<file path="src/rtl/mem_arbiter_if.sv">
// Request/response and shared-memory signals of the fetch/load-store memory arbiter.
// The slave modport is the arbiter's view; master is the requester/memory side.
interface mem_arbiter_if #(
  parameter int ADDR_WIDTH = 32
);
  logic                  if_valid;
  logic [ADDR_WIDTH-1:0] if_addr;
  logic                  if_ready;
  logic [31:0]           if_rdata;

  logic                  ls_valid;
  logic                  ls_we;
  logic [ADDR_WIDTH-1:0] ls_addr;
  logic [31:0]           ls_wdata;
  logic [3:0]            ls_wstrb;
  logic                  ls_ready;
  logic [31:0]           ls_rdata;

  logic                  bus_err;

  logic                  mem_valid;
  logic                  mem_we;
  logic [ADDR_WIDTH-1:0] mem_addr;
  logic [31:0]           mem_wdata;
  logic [3:0]            mem_wstrb;
  logic                  mem_ready;
  logic [31:0]           mem_rdata;

  modport slave (
    input  if_valid, if_addr, ls_valid, ls_we, ls_addr, ls_wdata, ls_wstrb,
           mem_ready, mem_rdata,
    output if_ready, if_rdata, ls_ready, ls_rdata, bus_err,
           mem_valid, mem_we, mem_addr, mem_wdata, mem_wstrb
  );

  modport master (
    output if_valid, if_addr, ls_valid, ls_we, ls_addr, ls_wdata, ls_wstrb,
           mem_ready, mem_rdata,
    input  if_ready, if_rdata, ls_ready, ls_rdata, bus_err,
           mem_valid, mem_we, mem_addr, mem_wdata, mem_wstrb
  );
endinterface

</file>
<file path="src/rtl/mem_arbiter.sv">
// Two-requester (fetch, load/store) arbiter onto one memory port with one
// outstanding transaction, round-robin on ties and a wait-cycle timeout.
module mem_arbiter #(
  parameter int ADDR_WIDTH = 32,
  parameter int TIMEOUT    = 255
) (
  input logic          clk,
  input logic          reset_n,
  mem_arbiter_if.slave bus
);
  typedef enum logic [1:0] {IDLE, MEM_IF, MEM_LS, RESP} state_t;

  localparam logic [7:0] TIMEOUT_LAST = 8'(TIMEOUT - 1);

  state_t                state_reg, state_next;
  logic                  last_ls_reg, last_ls_next;
  logic [7:0]            wait_cnt_reg, wait_cnt_next;

  logic                  grant_ls, grant_if, in_mem, mem_done, timed_out, finish, store;
  logic [31:0]           resp_data;

  logic                  mem_valid_next, mem_we_next;
  logic [ADDR_WIDTH-1:0] mem_addr_next;
  logic [31:0]           mem_wdata_next;
  logic [3:0]            mem_wstrb_next;
  logic                  if_ready_next, ls_ready_next, bus_err_next;
  logic [31:0]           if_rdata_next, ls_rdata_next;

  // LS wins unless both are requesting and LS had the previous grant.
  assign grant_ls  = bus.ls_valid && (!bus.if_valid || !last_ls_reg);
  assign grant_if  = bus.if_valid && !grant_ls;
  assign store     = grant_ls && bus.ls_we;
  assign in_mem    = (state_reg == MEM_IF) || (state_reg == MEM_LS);
  assign mem_done  = in_mem && bus.mem_ready;
  // A late mem_ready on the final wait cycle still completes normally.
  assign timed_out = in_mem && !bus.mem_ready && (wait_cnt_reg == TIMEOUT_LAST);
  assign finish    = mem_done || timed_out;
  assign resp_data = (mem_done && !bus.mem_we) ? bus.mem_rdata : 32'h0;

  always_ff @(posedge clk or negedge reset_n) begin
    if (!reset_n) begin
      state_reg    <= IDLE;
      last_ls_reg  <= 1'b0;
      wait_cnt_reg <= 8'd0;
    end else begin
      state_reg    <= state_next;
      last_ls_reg  <= last_ls_next;
      wait_cnt_reg <= wait_cnt_next;
    end
  end

  always_comb begin
    state_next    = state_reg;
    last_ls_next  = last_ls_reg;
    wait_cnt_next = wait_cnt_reg;
    case (state_reg)
      IDLE: begin
        wait_cnt_next = 8'd0;
        if (grant_ls) begin
          state_next   = MEM_LS;
          last_ls_next = 1'b1;
        end else if (grant_if) begin
          state_next   = MEM_IF;
          last_ls_next = 1'b0;
        end
      end
      MEM_IF, MEM_LS: begin
        if (finish) state_next = RESP;
        else        wait_cnt_next = wait_cnt_reg + 8'd1;
      end
      default: state_next = IDLE;
    endcase
  end

  always_comb begin
    mem_valid_next = bus.mem_valid;
    mem_we_next    = bus.mem_we;
    mem_addr_next  = bus.mem_addr;
    mem_wdata_next = bus.mem_wdata;
    mem_wstrb_next = bus.mem_wstrb;
    if_ready_next  = 1'b0;
    ls_ready_next  = 1'b0;
    bus_err_next   = 1'b0;
    if_rdata_next  = bus.if_rdata;
    ls_rdata_next  = bus.ls_rdata;
    case (state_reg)
      IDLE: begin
        if (grant_ls || grant_if) begin
          mem_valid_next = 1'b1;
          mem_we_next    = store;
          mem_addr_next  = grant_ls ? bus.ls_addr : bus.if_addr;
          mem_wdata_next = store ? bus.ls_wdata : 32'h0;
          mem_wstrb_next = store ? bus.ls_wstrb : 4'h0;
        end
      end
      MEM_IF, MEM_LS: begin
        if (finish) begin
          mem_valid_next = 1'b0;
          mem_we_next    = 1'b0;
          mem_addr_next  = '0;
          mem_wdata_next = 32'h0;
          mem_wstrb_next = 4'h0;
          bus_err_next   = timed_out;
          if (state_reg == MEM_IF) begin
            if_ready_next = 1'b1;
            if_rdata_next = resp_data;
          end else begin
            ls_ready_next = 1'b1;
            ls_rdata_next = resp_data;
          end
        end
      end
      default: ;
    endcase
  end

  always_ff @(posedge clk or negedge reset_n) begin
    if (!reset_n) begin
      bus.mem_valid <= 1'b0;
      bus.mem_we    <= 1'b0;
      bus.mem_addr  <= '0;
      bus.mem_wdata <= 32'h0;
      bus.mem_wstrb <= 4'h0;
      bus.if_ready  <= 1'b0;
      bus.ls_ready  <= 1'b0;
      bus.bus_err   <= 1'b0;
      bus.if_rdata  <= 32'h0;
      bus.ls_rdata  <= 32'h0;
    end else begin
      bus.mem_valid <= mem_valid_next;
      bus.mem_we    <= mem_we_next;
      bus.mem_addr  <= mem_addr_next;
      bus.mem_wdata <= mem_wdata_next;
      bus.mem_wstrb <= mem_wstrb_next;
      bus.if_ready  <= if_ready_next;
      bus.ls_ready  <= ls_ready_next;
      bus.bus_err   <= bus_err_next;
      bus.if_rdata  <= if_rdata_next;
      bus.ls_rdata  <= ls_rdata_next;
    end
  end
endmodule

</file>
<file path="src/flat_wrapper.sv">
// flat-port wrapper written by rule: the top's interface ports become plain ports
module mem_arbiter_flat 
#(
  parameter int ADDR_WIDTH = 32,
  parameter int TIMEOUT    = 255
)
  (clk, reset_n, bus_if_valid, bus_if_addr, bus_ls_valid, bus_ls_we, bus_ls_addr, bus_ls_wdata, bus_ls_wstrb, bus_mem_ready, bus_mem_rdata, bus_if_ready, bus_if_rdata, bus_ls_ready, bus_ls_rdata, bus_bus_err, bus_mem_valid, bus_mem_we, bus_mem_addr, bus_mem_wdata, bus_mem_wstrb);
  mem_arbiter_if #(.ADDR_WIDTH(ADDR_WIDTH)) bus_i ();
  input logic clk;
  input logic reset_n;
  input wire logic [$bits(bus_i.if_valid)-1:0] bus_if_valid;
  input wire logic [$bits(bus_i.if_addr)-1:0] bus_if_addr;
  input wire logic [$bits(bus_i.ls_valid)-1:0] bus_ls_valid;
  input wire logic [$bits(bus_i.ls_we)-1:0] bus_ls_we;
  input wire logic [$bits(bus_i.ls_addr)-1:0] bus_ls_addr;
  input wire logic [$bits(bus_i.ls_wdata)-1:0] bus_ls_wdata;
  input wire logic [$bits(bus_i.ls_wstrb)-1:0] bus_ls_wstrb;
  input wire logic [$bits(bus_i.mem_ready)-1:0] bus_mem_ready;
  input wire logic [$bits(bus_i.mem_rdata)-1:0] bus_mem_rdata;
  output wire logic [$bits(bus_i.if_ready)-1:0] bus_if_ready;
  output wire logic [$bits(bus_i.if_rdata)-1:0] bus_if_rdata;
  output wire logic [$bits(bus_i.ls_ready)-1:0] bus_ls_ready;
  output wire logic [$bits(bus_i.ls_rdata)-1:0] bus_ls_rdata;
  output wire logic [$bits(bus_i.bus_err)-1:0] bus_bus_err;
  output wire logic [$bits(bus_i.mem_valid)-1:0] bus_mem_valid;
  output wire logic [$bits(bus_i.mem_we)-1:0] bus_mem_we;
  output wire logic [$bits(bus_i.mem_addr)-1:0] bus_mem_addr;
  output wire logic [$bits(bus_i.mem_wdata)-1:0] bus_mem_wdata;
  output wire logic [$bits(bus_i.mem_wstrb)-1:0] bus_mem_wstrb;
  assign bus_i.if_valid = bus_if_valid;
  assign bus_i.if_addr = bus_if_addr;
  assign bus_i.ls_valid = bus_ls_valid;
  assign bus_i.ls_we = bus_ls_we;
  assign bus_i.ls_addr = bus_ls_addr;
  assign bus_i.ls_wdata = bus_ls_wdata;
  assign bus_i.ls_wstrb = bus_ls_wstrb;
  assign bus_i.mem_ready = bus_mem_ready;
  assign bus_i.mem_rdata = bus_mem_rdata;
  assign bus_if_ready = bus_i.if_ready;
  assign bus_if_rdata = bus_i.if_rdata;
  assign bus_ls_ready = bus_i.ls_ready;
  assign bus_ls_rdata = bus_i.ls_rdata;
  assign bus_bus_err = bus_i.bus_err;
  assign bus_mem_valid = bus_i.mem_valid;
  assign bus_mem_we = bus_i.mem_we;
  assign bus_mem_addr = bus_i.mem_addr;
  assign bus_mem_wdata = bus_i.mem_wdata;
  assign bus_mem_wstrb = bus_i.mem_wstrb;
  mem_arbiter #(.ADDR_WIDTH(ADDR_WIDTH), .TIMEOUT(TIMEOUT)) u_core (.clk(clk), .reset_n(reset_n), .bus(bus_i));
endmodule
</file>
<file path="config.mk">
export PLATFORM = sky130hd
export DESIGN_NAME = mem_arbiter_flat
export DESIGN_NICKNAME = d
export VERILOG_FILES = /design/src/rtl/mem_arbiter_if.sv /design/src/rtl/mem_arbiter.sv /design/src/flat_wrapper.sv
export SDC_FILE = /design/constraint.sdc
export NUM_CORES = 1
export LEC_CHECK = 0
export BUFFER_PORTS_ARGS = -buffer_cell sky130_fd_sc_hd__buf_2
export CAP_MARGIN = 20
export CORE_ASPECT_RATIO = 0.7
export CORE_MARGIN = 2
export CORE_UTILIZATION = 48
export CTS_BUF_LIST = sky130_fd_sc_hd__clkbuf_2
export DETAILED_ROUTE_END_ITERATION = 12
export PLACE_DENSITY = 0.82
export SYNTH_ARGS = -nofsm -noshare
export SYNTH_HDL_FRONTEND = slang
export SYNTH_SLANG_ARGS = --single-unit
</file>
<file path="constraint.sdc">
create_clock -name clk -period 2.2 [get_ports clk]
set_input_delay 0.66 -clock clk [delete_from_list [all_inputs] [get_ports clk]]
set_output_delay 0.66 -clock clk [all_outputs]
set_load 0.03 [all_outputs]
</file>
# After elaboration in Yosys (flattened, before gate mapping)
# Cells that the tools add are included.
dict set report op_classes {
  n_addsub 1
  eq_ne 7
  mux 33
  bitwise 1
  reduce_logical 26
}
# operator count
set ops {}
lappend ops {{$mux 32} 6}
lappend ops {{$pmux 32 s2} 2}
lappend ops {{$pmux 8 s2} 1}
lappend ops {{$mux 1} 13}
lappend ops {{$mux 4} 3}
lappend ops {{$reduce_and 3->1} 3}
lappend ops {{$add 8x1->8 const B} 1}
lappend ops {{$eq 8x8->1 const B} 1}
lappend ops {{$mux 8} 1}
lappend ops {{$pmux 4 s2} 1}
lappend ops {{$logic_and 1x1->1} 7}
lappend ops {{$mux 2} 3}
lappend ops {{$reduce_and 2->1} 3}
lappend ops {{$logic_not 1->1} 5}
lappend ops {{$logic_or 1x1->1} 4}
lappend ops {{$ne 2x1->1 const B} 2}
lappend ops {{$pmux 1 s2} 2}
lappend ops {{$pmux 2 s2} 1}
lappend ops {{$reduce_bool 2->1} 2}
lappend ops {{$ne 3x1->1 const B} 1}
lappend ops {{$eq 2x1->1 const B} 1}
lappend ops {{$eq 2x2->1 const B} 1}
lappend ops {{$logic_not 2->1} 1}
lappend ops {{$ne 2x2->1 const B} 1}
lappend ops {{2 further kinds} 2}
dict set report totals {
  register_bits 148
  input_bits 138
  out_inout_bits 137
  elab_cells 81
}

# Logic depth before layout (Yosys ltp)
# Gate-level depths: netlist of the first run.
dict set report logic_depth {
  depth_word 8
  ltp_mapped 8
  mapped_depth_nobuf 6
}

# Worst setup path after synthesis of the first run
# Ideal clock, no wire load.
dict set report synth_path {
  path_kind {flip-flop to flip-flop}
  from {register u_core.state_reg[0]}
  to {register u_core.bus.mem_wdata[25] in the netlist's numbering}
  setup_ns 0.066
  arrival_ns 1.819
  required_ns 2.134
  setup_slack_ns 0.315
  path_stages_with_launch 9
  n_path_buf 3
  synth_period_minus_slack_ns 1.885
  path_cell_list {dfrtp_1 > inv_1 > ha_1 > buf_2 > or3_1 > buf_4 > nor2_8 > buf_6 > a22o_1}
}
dict set report synth_via {
  elab_chain_cells 7
  word_cells_on_any_way 14
  cone_classes {eq/ne (4); mux (1); reduce/logical (9)}
}
# item line
set synth_lines {}
lappend synth_lines {{start, declared} mem_arbiter.sv:15} ;# state_t state_reg, state_next;
lappend synth_lines {{start signal, assigned} mem_arbiter.sv:46} ;# state_reg <= state_next;
lappend synth_lines {{$eq 2x1->1 / $eq 2x2->1 (equally long branches)} {mem_arbiter.sv:33, mem_arbiter.sv:86}}
lappend synth_lines {{$logic_or 1x1->1} mem_arbiter.sv:33} ;# assign in_mem = (state_reg == MEM_IF) || (state_reg == MEM_LS);
lappend synth_lines {{$logic_and 1x1->1 (2 in a row)} mem_arbiter.sv:36} ;# assign timed_out = in_mem && !bus.mem_ready && (wait_cnt_reg == TIMEOUT_LAST);
lappend synth_lines {{$logic_or 1x1->1} mem_arbiter.sv:37} ;# assign finish = mem_done || timed_out;
lappend synth_lines {{$ne 2x1->1 (no source line)} n/a}
lappend synth_lines {{$reduce_and 3->1 (no source line)} n/a}
lappend synth_lines {{end signal, assigned} mem_arbiter.sv:133} ;# bus.mem_wdata <= mem_wdata_next;
lappend synth_lines {{end, declared} mem_arbiter_if.sv:33} ;# mem_valid, mem_we, mem_addr, mem_wdata, mem_wstrb
# Parallel ways exist; a longest one is shown, timed or not.
# A chain may end at the register's enable or synchronous reset.

# Final worst setup path of the first run
dict set report layout_path {
  from {register u_core.bus.mem_we}
  to {output port bus_mem_we}
}
# item line
set layout_lines {}
lappend layout_lines {{start, declared} mem_arbiter_if.sv:33}
lappend layout_lines {{start signal, assigned} mem_arbiter.sv:131} ;# bus.mem_we <= mem_we_next;
lappend layout_lines {{end, declared} flat_wrapper.sv:26} ;# output wire logic [$bits(bus_i.mem_we)-1:0] bus_mem_we;
# No word-level cell between the ends.

==> summary.txt, run 1 <==
Setup path
  • Startpoint Class: flop
  • Max FO, Critical Path: 4
  • Crit end category: primary output
  • Worst endpoint required time: 1.54 ns
  • Worst path cell trace: buf_2
  • Critical path's slowest cell: dfrtp_2
  • Delay of the slowest critical-path stage: 0.50 ns
  • Buf+Inv Stages, Crit Path: 1
  • CP delay by family, top: flip-flops
  • Crit Path Class: flop to primary output
  • Critical path data arrival time: 1.38 ns

Clock tree
  • CTS sink cnt: 148
  • TritonCTS clock tree: yes
  • Clock latency at the later pin of the worst-skew pair: 0.68 ns
  • Post-CTS Setup Bufs: 0
  • Clock-pin slew on the worst setup and hold paths: 0.22 ns
  • Htree depth: 4
  • CTS max path bufs: 2
  • Clock root buffer: clkbuf_2
  • Cts bufs inserted: 17

Synthesis
  • Synth top area cells: dfrtp_1, a22o_1, mux2i_1
  • Yosys warns: 0
  • Flops & latches, synth: 148
  • EDFF count, synth: 0
  • Synthesized area: 5890 um^2
  • Post-synthesis async set-or-reset flop share: 100%
  • Syn Area/Cell: 14.0 um^2
  • Post-synthesis net count: 566
  • Predominant post-synthesis flop cell: dfrtp_1
  • Seq/Total Area, Yosys: 62.9%
  • Top cell type's share of synthesized area: 62.9%
  • Post-Synthesis Cells: 421
  • Yosys cell types: 35
  • Synth area leader: dfrtp_1

Floorplan
  • Core area: 11900 um^2
  • Initial Util: 49.7%
  • Die Y: ~97 um
  • I/O pin count: 275
  • Rows: 33
  • Die Area: approximately 13000 um^2
  • Chip Width: 136 um

Power
  • Clock power frac: 12.9%
  • P_leak: between 0.004 and 0.005 uW
  • VDD IR max: 0.986 mV
  • Pwr Total: 12100 uW
  • Switch Pwr: 5700 uW
  • Sequential Power Share: 36.4%
  • Sw Ratio: between 40% and 50%
  • Int Pwr: between 6000 and 7000 uW
  • Pwr/cell area: 1550 nW/um^2
  • Comb pwr share: 50.8%

Final layout
  • Footprint of the multi-input gates: just over 2000 um^2
  • Most frequent cells in the layout: buf_2, dfrtp_1, a22o_1
  • Total Nets Final: 846
  • Area delta synth->final: 32.2%
  • Fillers: 923
  • Reg area: ~3700 um^2
  • Core Util, Final: 65.7%
  • Commonest non-fill, non-tap cell in the layout: buf_2
  • Layout cells sized above 1: about 47%

Route
  • Post-DRT Antenna Nets: 0
  • Avg WL per Cell: 18.4 um
  • Routed vias/inst: 5.54
  • Routed WL: 16.0 mm
  • DRT iter0 DRCs: around 230
  • DRC: 0
  • DRT Pass-1 Iters: 4
  • DR vias: 4831

STA
  • Measured slew at the worst slew-check pin: 0.470 ns
  • Final Max Slew Viols: 0
  • F_max: 489 MHz
  • Setup-failing EPs final: 0
  • Tmin final: 2.04 ns
  • Setup Total Neg Slack: 0 ns
  • Max-slew headroom: 68.7%
  • Final worst-path cycle share: 92.9%
  • RSZ-0062 raised after global routing: false
  • Final Hold Vio Count: 0
  • Setup Skew: 0.0310 ns

Place
  • Detailed placer's ending HPWL: roughly 12 mm
  • Placer congestion estimate: 0.851
  • IO buf count: 274

GRT
  • Total gr overflow: 0
  • Met1 usage: 31.3%
  • Total GRT Usage: between 20 and 25%
  • Grt met3 use: under 10%
  • GR peak layer: met2
  • First-pass GRT wire length: 25.0 mm
  • Number of global-route vias before repair: between 4000 and 5000
  • Largest net degree at the start of global routing: 47
  • Initial antenna violation count: 2
  • Met2 global-route usage: between 30% and 40%

Job
  • Max cap viols: 0

Run status
  • Outcome: finished clean

Min path
  • Worst Hold Class: primary input to flop
[synth_stat cells, drive strengths merged (4+ instances only)]
cell type,number
mux2i,32
nand3,15
inv,4
o21ai,5
dfrtp,148
ha,7
nand2,9
o2bb2ai,32
clkbuf,8
buf,24
a22o,101
nor2,4
[metal layers]
metal	part of all wire (%)	vias to the layer above	wire [um]
met3	7.2	17	1150
li1	-	2189	-
met1	42	2417	6730
met4	1.4	2	219
met2	49	206	7930
met5	0.081	-	13
[repair_timing]
action | 4_1_cts | 5_1_grt
endpoints found under the hold margin | 42 | 0
hold buffers | 1 | 0
endpoints found under the setup margin | 1 | 0
gates resized for setup | 1 | 0
[worst paths after layout]
path | start | end | slack, ns | depth (start not counted)
worst max-delay path | u_core.bus.mem_we$_DFFE_PN0P_ | bus_mem_we | 0.16 | 1
worst min-delay path | bus_ls_wdata[13] | u_core.bus.mem_wdata[13]$_DFFE_PN0P_ | 0.18 | 2
worst max register to register | u_core.state_reg[0]$_DFFE_PN0P_ | u_core.bus.mem_wdata[22]$_DFFE_PN0P_ | 0.16 | 6
worst min register to register | u_core.bus.mem_addr[31]$_DFFE_PN0P_ | u_core.bus.mem_addr[31]$_DFFE_PN0P_ | 0.52 | 1
max in group asynchronous | reset_n | u_core.bus.mem_addr[4]$_DFFE_PN0P_ | 1.14 | 3
min in group asynchronous | reset_n | u_core.bus.mem_wdata[16]$_DFFE_PN0P_ | 0.45 | 2
[power groups by stage]
stage | clock network (uW) | logic [uW] | registers (uW)
finish | 1560 | 6130 | 4390
global route | 1720 | 6560 | 4510
CTS | 1600 | 6170 | 4380
detailed placement | 0 | 6160 | 4410
global placement | 0 | 5980 | 4380
floorplan | 0 | 2250 | 6270
[cells by family after synthesis]
group                    synth area share (%)
adder cells (fa/ha/maj)                  1.49
AO/OA/AOI/OAI                            22.4
multiplexers                             5.44
flip-flops                               62.9
AND/OR/NAND/NOR                          4.46
buffers and inverters                    3.17
XOR/XNOR                                0.149
[per-stage QoR]
step,setup WS (ns),std cells,hold WS [ns],instance area (um^2)
after floorplan,0.315,421,0.364,5890
after global placement,0.308,838,0.467,7530
after detailed placement,0.205,838,0.472,7530
after CTS,0.0753,871,0.121,7780
after global routing,0.0281,872,0.0866,7790
final,0.155,872,0.184,7790
[cell type report]
type,count,share of cell area [%]
clock inverter,13,1.93
sequential,148,47.6
inverter,4,0.193
clock buffer,19,1.22
tap,157,2.52
timing repair buffer,293,20.5
antenna,1,0.0321
multi-input combinational,237,26.0
No activity file was read; power rests on OpenSTA's default activity.
==> inputs of run 2 (changes only) <==
- ABC_CLOCK_PERIOD_IN_PS: unset -> 2400
- CORE_UTILIZATION: 48 -> 52
- PLACE_DENSITY: 0.82 -> 0.88
- clock period: 2.2 -> 2.4 ns (I/O delays scaled with it)
==> run 2 against run 1 <==
Largest cell class unchanged. Register-to-register slack better by 0.04 ns. Flip-flop and latch count stayed put. Routed wire length increased by 0.14%. Largest power group unchanged. Via count down 0.79%. Total power decreased by 10%. Die area is 7.4% lower. Non-clock buffer count decreased by 6. Clock power down 14%. Sequential share of layout area is 0.76 points higher. Count of clock-buffer cells in the layout rose by 1. Highest routed layer is now met4.
==> summary.txt, run 2 (synthesized netlist as in run 1, its figures left out) <==
Run status
  • Outcome: finished clean

Route
  • DRT iter0 DRCs: 267 (+16%)
  • DRC: 0 (unchanged)
  • Avg WL per Cell: 18.7 um (+1.4%)
  • Routed WL: 16.1 mm (+0.14%)
  • Post-DRT Antenna Nets: 0 (unchanged)
  • DR vias: 4793 (-0.79%)
  • Routed vias/inst: 5.57 (+0.48%)
  • DRT Pass-1 Iters: 4 (unchanged)

Setup path
  • Max FO, Critical Path: 4 (unchanged)
  • Startpoint Class: flop
  • CP delay by family, top: flip-flops
  • Buf+Inv Stages, Crit Path: 1 (unchanged)
  • Critical path data arrival time: 1.49 ns (+0.11 ns)
  • Worst endpoint required time: 1.68 ns (+0.14 ns)
  • Delay of the slowest critical-path stage: 0.55 ns (+0.05 ns)
  • Crit Path Class: flop to primary output
  • Worst path cell trace: buf_2
  • Critical path's slowest cell: dfrtp_1
  • Crit end category: primary output

Final layout
  • Most frequent cells in the layout: buf_2, dfrtp_1, a22o_1
  • Ant diodes: 0 (-1)
  • Layout cells sized above 1: 46.3% (-0.45 points)
  • Fillers: 807 (-13%)
  • Area delta synth->final: 30.1%
  • Footprint of the multi-input gates: 2030 um^2 (+0.12%)
  • Commonest non-fill, non-tap cell in the layout: buf_2
  • Reg area: 3700 um^2 (about the same)
  • Total Nets Final: 840 (-0.71%)

Clock tree
  • Post-CTS Setup Bufs: 0 (unchanged)
  • Clock-pin slew on the worst setup and hold paths: 0.24 ns (+0.02 ns)
  • TritonCTS clock tree: yes
  • Clock root buffer: clkbuf_2
  • Clock latency at the later pin of the worst-skew pair: 0.71 ns (+0.03 ns)
  • Cts bufs inserted: 17 (unchanged)
  • CTS max path bufs: 2 (unchanged)
  • Htree depth: 4 (unchanged)
  • CTS sink cnt: 148 (unchanged)

Power
  • P_leak: 0.00418 uW (-1.3%)
  • Pwr/cell area: 1420 nW/um^2 (-8.5%)
  • VDD IR max: 0.685 mV (-31%)

STA
  • Tmin final: 2.21 ns
  • Final Hold Vio Count: 0 (unchanged)
  • Measured slew at the worst slew-check pin: 0.543 ns (+0.0736 ns)
  • Final worst-path cycle share: 92.2%
  • Setup Total Neg Slack: 0 ns (unchanged)
  • Final Max Slew Viols: 0 (unchanged)
  • Max-slew headroom: 63.8% (-4.9 points)
  • RSZ-0062 raised after global routing: false
  • F_max: 452 MHz
  • Setup-failing EPs final: 0 (unchanged)
  • Setup Skew: 0.0376 ns (+0.00657 ns)
  • Hold slack final: 0.194 ns (+0.0103 ns)

Floorplan
  • Core area: 11000 um^2 (-7.1%)
  • I/O pin count: 275 (unchanged)
  • Die Area: 12200 um^2 (-7.4%)
  • Rows: 32 (-3.0%)
  • Initial Util: 53.5% (+3.8 points)
  • Die Y: 93.0 um (-3.8%)
  • Chip Width: 131 um (-3.8%)

Job
  • Max cap viols: 0 (unchanged)

Place
  • IO buf count: 274 (unchanged)
  • Detailed placer's ending HPWL: 11.5 mm (-0.50%)
  • Placer congestion estimate: 0.854 (+0.32%)

GRT
  • Total GRT Usage: 26.6% (+2.2 points)
  • Number of global-route vias before repair: 4784 (+0.17%)
  • Grt met3 use: 6.78% (-0.98 points)
  • Total gr overflow: 0 (unchanged)
  • First-pass GRT wire length: 25.4 mm (+1.6%)
  • Met2 global-route usage: 43.4% (+3.9 points)
  • GR peak layer: met2
  • Initial antenna violation count: 0 (-2)
  • Largest net degree at the start of global routing: 71 (+51%)
  • Met1 usage: 35.7% (+4.4 points)

Min path
  • Worst Hold Class: primary input to flop
## run 2: cell count changes in the layout (fill, tap and decap cells not counted), sizes merged
| cell | previous run | this run |
|---|---|---|
| buf | 292 | 286 |
| bufinv | 2 | 1 |
| clkbuf | 19 | 20 |
| clkinv | 2 | 0 |
| clkinvlp | 5 | 6 |
| diode | 1 | 0 |
| inv | 8 | 9 |
## run 2: worst reg2reg max path: stages, from the launching register on
cell and delay (ns):
dfrtp_1 0.45, inv_1 0.11, ha_2 0.43, nand2b_1 0.15, o21bai_2 0.34, nand2_2 0.14, buf_12 0.29, a22o_1 0.25
## run 2: metrics by stage
| step | worst slack [ns] | util, % | cell area [um^2] | total power (uW) | std cells |
|---|---|---|---|---|---|
| floorplan | 0.515 | - | 5890 | 7810 | 421 |
| global placement | 0.333 | 67.5 | 7430 | 9340 | 828 |
| detailed placement | 0.179 | 67.5 | 7430 | 9580 | 828 |
| CTS | 0.119 | 69.6 | 7660 | 10900 | 861 |
| global route | 0.0512 | 69.6 | 7660 | 11500 | 861 |
| finish | 0.187 | 69.6 | 7660 | 10900 | 861 |
## run 2: final timing paths
path                                                startpoint                                   end  cells after the start  slack (ns)
max                              u_core.bus.mem_we$_DFFE_PN0P_                            bus_mem_we                      1        0.19
min                                           bus_ls_wdata[12]  u_core.bus.mem_wdata[12]$_DFFE_PN0P_                      2        0.19
max reg2reg                    u_core.state_reg[1]$_DFFE_PN0P_   u_core.bus.mem_wdata[9]$_DFFE_PN0P_                      7        0.20
min reg2reg                u_core.bus.mem_addr[18]$_DFFE_PN0P_   u_core.bus.mem_addr[18]$_DFFE_PN0P_                      1        0.52
max in group asynchronous                              reset_n  u_core.bus.mem_wdata[22]$_DFFE_PN0P_                      3        1.21
min in group asynchronous                              reset_n  u_core.bus.mem_wdata[20]$_DFFE_PN0P_                      2        0.49
## run 2: report_power, final
part | internal [uW] | switching, uW | leakage, uW
logic | 1800 | 3700 | 0.00213
registers | 3440 | 599 | 0.00192
clock network | 403 | 935 | 0.000122
total | 5650 | 5230 | 0.00418
## run 2: timing repair
item,in CTS,in global routing
hold endpoints to repair,54,0
endpoints found under the setup margin,0,28
hold buffers,1,0
resized for setup,0,1
## run 2: area by class of cell
class | count | share of cell area [%]
Sequential cell | 148 | 48.3
Multi-Input combinational cell | 237 | 26.5
Tap cell | 153 | 2.50
Clock inverter | 12 | 1.58
Clock buffer | 20 | 1.31
Timing Repair Buffer | 287 | 19.6
Inverter | 4 | 0.196
## run 2: layer usage
metal | wire length, um | share of wire, %
met1 | 6770 | 42
met2 | 7930 | 49
met3 | 1130 | 7.0
met4 | 238 | 1.5
met5 | 0 | 0
